===== config.mk =====
export PLATFORM = sky130hd
export DESIGN_NAME = regfile_mp
export DESIGN_NICKNAME = d
export VERILOG_FILES = /design/src/rtl/regfile_mp.sv
export SDC_FILE = /design/constraint.sdc
export NUM_CORES = 2
export LEC_CHECK = 0
export CORE_MARGIN = 2
export CORE_UTILIZATION = 35
export DETAILED_ROUTE_END_ITERATION = 10
export GPL_ROUTABILITY_DRIVEN = 0
export PLACE_DENSITY = 0.56
export SLEW_MARGIN = 25
export SYNTH_ARGS = -nofsm -noshare
export SYNTH_HDL_FRONTEND = slang
export SYNTH_SLANG_ARGS = --single-unit
export TNS_END_PERCENT = 5

===== constraint.sdc =====
create_clock -name clk -period 7.9 [get_ports clk]
set_clock_uncertainty 0.05 [all_clocks]
set_input_delay 1.185 -clock clk [delete_from_list [all_inputs] [get_ports clk]]
set_output_delay 1.185 -clock clk [all_outputs]
set_load 0.02 [all_outputs]

===== src/rtl/regfile_mp.sv =====
// regfile_mp: parametrised 2-read / 2-write general-purpose register file.
//
// After reset a clear sequencer writes INIT_VAL into every entry, one per
// cycle. It then raises `ready` and the read and write ports go live.
//
// Ports
//   clk                      clock, all logic on posedge
//   reset                    synchronous, active-high reset
//   ready                    high once the clear walk has finished
//   readEnN / readAddrN      read port N request (N = 0, 1)
//   readDataN                read port N data, registered (1-cycle latency)
//   writeEnN / writeAddrN /
//   writeDataN               write port N request (N = 0, 1); port 1 wins
//                            when both ports write the same address
module regfile_mp #(
  parameter int                DATA_W   = 64,
  parameter int                ADDR_W   = 5,
  parameter bit                BYPASS   = 1'b1,
  parameter bit                ZERO_REG = 1'b0,
  parameter logic [DATA_W-1:0] INIT_VAL = '0
) (
  input  logic              clk,
  input  logic              reset,
  output logic              ready,
  input  logic              readEn0,
  input  logic [ADDR_W-1:0] readAddr0,
  output logic [DATA_W-1:0] readData0,
  input  logic              readEn1,
  input  logic [ADDR_W-1:0] readAddr1,
  output logic [DATA_W-1:0] readData1,
  input  logic              writeEn0,
  input  logic [ADDR_W-1:0] writeAddr0,
  input  logic [DATA_W-1:0] writeData0,
  input  logic              writeEn1,
  input  logic [ADDR_W-1:0] writeAddr1,
  input  logic [DATA_W-1:0] writeData1
);

  localparam int DEPTH = 2 ** ADDR_W;

  typedef enum logic {CLEAR, RUN} state_t;

  state_t            state;
  logic [ADDR_W-1:0] clearPtr;
  logic [DATA_W-1:0] mem [DEPTH];

  logic              doWrite0;
  logic              doWrite1;
  logic [DATA_W-1:0] readNext0;
  logic [DATA_W-1:0] readNext1;

  // Read value for one port. The priority order is: hard-wired zero, then
  // port 1 bypass, then port 0 bypass, then the array. Checking port 1
  // before port 0 keeps the bypassed value equal to the value the array
  // will hold after a same-address collision.
  function automatic logic [DATA_W-1:0] selectRead(
    input logic [ADDR_W-1:0] addr,
    input logic [DATA_W-1:0] arrayVal,
    input logic              we0,
    input logic [ADDR_W-1:0] wa0,
    input logic [DATA_W-1:0] wd0,
    input logic              we1,
    input logic [ADDR_W-1:0] wa1,
    input logic [DATA_W-1:0] wd1
  );
    logic [DATA_W-1:0] result;
    result = arrayVal;
    if (ZERO_REG && addr == '0)
      result = '0;
    else if (BYPASS && we1 && wa1 == addr)
      result = wd1;
    else if (BYPASS && we0 && wa0 == addr)
      result = wd0;
    return result;
  endfunction

  always_comb begin
    // With ZERO_REG set, entry 0 is never written after the clear walk.
    doWrite0  = writeEn0 && !(ZERO_REG && writeAddr0 == '0);
    doWrite1  = writeEn1 && !(ZERO_REG && writeAddr1 == '0);
    readNext0 = selectRead(readAddr0, mem[readAddr0],
                           writeEn0, writeAddr0, writeData0,
                           writeEn1, writeAddr1, writeData1);
    readNext1 = selectRead(readAddr1, mem[readAddr1],
                           writeEn0, writeAddr0, writeData0,
                           writeEn1, writeAddr1, writeData1);
  end

  always_ff @(posedge clk) begin
    if (reset) begin
      // The array is left untouched here; the clear walk rewrites it.
      state     <= CLEAR;
      clearPtr  <= '0;
      ready     <= 1'b0;
      readData0 <= '0;
      readData1 <= '0;
    end else if (state == CLEAR) begin
      // In CLEAR the ports are ignored and readData holds its reset value 0.
      mem[clearPtr] <= INIT_VAL;
      clearPtr      <= clearPtr + ADDR_W'(1);
      if (clearPtr == ADDR_W'(DEPTH - 1)) begin
        state <= RUN;
        ready <= 1'b1;
      end
    end else begin
      // Port 1 is assigned last, so it wins a same-address collision.
      if (doWrite0)
        mem[writeAddr0] <= writeData0;
      if (doWrite1)
        mem[writeAddr1] <= writeData1;
      if (readEn0)
        readData0 <= readNext0;
      if (readEn1)
        readData1 <= readNext1;
    end
  end

endmodule


==> impl_metrics.env <==
export IMPL_synth_edf_count=2048
export IMPL_hold_violations=0
export IMPL_end_kind="flop"
export IMPL_grt_max_degree=129
export IMPL_worstMarginPinSlew_ns=1.17
export IMPL_synthesis_area_mm2=0.122
export IMPL_grt_pass1_wl_mm=742
export IMPL_dieWidth_um=595
export IMPL_crit_path_top_delay_cell="dfxtp_1"
export IMPL_antenna_found_initial=37
export IMPL_peakVddDrop_mv=0.183
export IMPL_hold_class="reg2reg"
export IMPL_place_ws_ns=2.27
export IMPL_core_area_mm2=0.349
export IMPL_final_setup_tns_ns=0
export IMPL_grt_pass1_vias=91619
export IMPL_maxCapViolCount=0
export IMPL_rr_startpoint="state"
export IMPL_relSlewSlack=0.222
export IMPL_post_route_worst_setup_slack_ns=2.86
export IMPL_gr_total_overflow=0
export IMPL_rsz0062_at_grt="false"
export IMPL_grt_usage=0.299
export IMPL_cp_max_fo=39
export IMPL_drt_iter0_drc=16939
export IMPL_ant_nets=0
export IMPL_synth_mux_area_frac=0.214
export IMPL_ys_ff_latch=2183
export IMPL_clkTransAtPathRegs_ns=0.06
export IMPL_synth_seq_area_share=0.525
export IMPL_layout_commonest_cell="nand2_1"
export IMPL_period_minus_slack_ns=5.04
export IMPL_hold_buffers=0
export IMPL_drc_errors=0
export IMPL_yosys_warnings=0
export IMPL_hold_path_endpoint="readData0[14]"
export IMPL_cp_slowest_stage_delay_ns=0.92
export IMPL_ios=283
export IMPL_cts_root_buf="clkbuf_16"
export IMPL_yosys_area_top_type="edfxtp_1"
export IMPL_static_leakage_power_uw=0.0391
export IMPL_whs_path_depth=2
export IMPL_numCtsBuffers=240
export IMPL_rows=217
export IMPL_insertion_delay_ns=0.95
export IMPL_h_tree_depth=4
export IMPL_synth_top_cell_area_share=0.503
export IMPL_cp_arrival_ns=5.78
export IMPL_finalSetupViolCount=0
export IMPL_whs_ns=0.413
export IMPL_dieArea_mm2=0.354
export IMPL_powerDensity_mw_per_mm2=189
export IMPL_start_util=0.351
export IMPL_cts_resized_gates=0
export IMPL_cts_setup_buffers=0
export IMPL_synth_xor_area_frac=0.00150
export IMPL_syn_to_final_growth_pct=12.4
export IMPL_synth_area_per_cell_um2=11.7
export IMPL_regToRegEndpoint="readData0[39]"
export IMPL_min_from="readData0[14]"
export IMPL_synth_flop_cell="edfxtp_1"
export IMPL_avgViaCountPerCell=6.54
export IMPL_synthAdderAreaFrac=0.000205
export IMPL_syn_inst=10424
export IMPL_die_y_um=595
export IMPL_synth_compound_area_share=0.128
export IMPL_outcome="finished clean"
export IMPL_worstSetupPathType="reg2reg"
export IMPL_drive_above_1_share=0.179
export IMPL_required_ns=8.65
export IMPL_final_max_slew_violation_count=0
export IMPL_cts_max_path_buffers=4
export IMPL_syn_nets=10580
export IMPL_dp_hpwl_mm=292
export IMPL_synthSimpleGateAreaFrac=0.0858
export IMPL_r2r_slack_ns=2.86
export IMPL_synth_top_family_by_area="multiplexers"
export IMPL_path_cells="and3b_4, buf_4, buf_4, nand2_1, nand2_1, nor2_1, a2111oi_0"
export IMPL_vias=96202
export IMPL_ys_top_cells_by_area="edfxtp_1 50%, mux4_2 18%, o21ai_0 8.9%"
export IMPL_dr_pass1_iters=6
export IMPL_post_route_period_util=0.638
export IMPL_synth_distinct_cells=63
export IMPL_wl_per_cell_um=36.8
export IMPL_portBuffers=282
export IMPL_final_cell_mix="2,207 x nand2_1, 2,173 x o21ai_0, 2,048 x edfxtp_1"
export IMPL_worstRegToRegCells=7
export IMPL_async_reset_ff_frac=0
export IMPL_nets=10054
export IMPL_cts_tree="built"
export IMPL_totalWireLength_mm=541
export IMPL_cts_sinks=2183
export IMPL_max_freq_mhz=199
export IMPL_startpoint_type="flop"
## registers in the layout, indices dropped and copies added, names as in the netlist
| signal | count |
|---|---|
| clearPtr | 5 |
| ready | 1 |
| state | 1 |
| readData0 | 64 |
| readData1 | 64 |
| mem | 2048 |
## how the worst max path moves through the flow
stage / startpoint / endpoint / depth (start not counted)
CTS: state / readData0[3] / 7
finish: state / readData0[39] / 7
detailed placement: writeEn0 / mem[20][46] / 6
floorplan: writeEn0 / mem[4][0] / 11
global route: state / readData0[41] / 7
global placement: writeEn0 / readData1[15] / 8
## logic make-up (layout without fill, tap and decap cells)
kind of cell / count (synthesis) / count (layout)
and+or+nand+nor: 2637 / 2637
AOI/OAI and AO/OA: 2867 / 2867
muxes: 1360 / 1360
buffers and inverters: 1354 / 1026
DFF: 2183 / 2183
other: 0 / 25
xor gates and xnor gates: 21 / 21
adders and majority gates: 2 / 2
## per-layer routing
metal  vias up  routed length, µm  share of wire  GRT usage
li1      38463                  -              -          -
met1     47914             186000           0.34      0.375
met2      7940             239000           0.44      0.457
met3      1863              73100           0.14     0.0777
met4        22              42300          0.078      0.195
met5         -                171        0.00032          0
## synth_stat cells (59+ instances only)
cell type and n:
a21oi_1 105, buf_1 153, buf_2 153, clkbuf_1 987
dfxtp_1 135, edfxtp_1 2048, mux2i_1 356, mux4_2 1002
nand2_1 2258, nor2_1 144, nor2b_1 59, o21ai_0 2173
o21ai_1 71, o22ai_1 195
## stage by stage
stage	total power, µW	instances	util	cell area, µm²
2_1_floorplan	14000	10424	-	122000
6_report	26000	14720	0.394	137000
5_1_grt	26400	14700	0.394	137000
3_3_place_gp	14700	14245	0.371	129000
3_5_place_dp	14700	14251	0.371	129000
4_1_cts	25900	14691	0.393	137000
## final cells by class
class | count | area, µm²
well taps | 4599 | 5750
fillers | 32546 | 211000
repair buffers | 582 | 6100
multi-input cells | 6887 | 53500
clock inverters | 115 | 1190
clock buffers | 325 | 6530
inverters | 4 | 16.3
diodes | 25 | 62.6
flip-flops and latches | 2183 | 64200
## where the power goes
group	internal, µW	switching [µW]	total, µW
sequential	12500	34.1	12600
combinational	693	1220	1910
clock	6510	4980	11500
## critical path, delay by kind of cell (launching register included)
kind | cells | cell delay [ns]
flops | 1 | 0.92
buf+inv | 2 | 1.31
compound gates | 1 | 0.53
simple gates | 4 | 1.99
(Power assumes the default switching activity.)
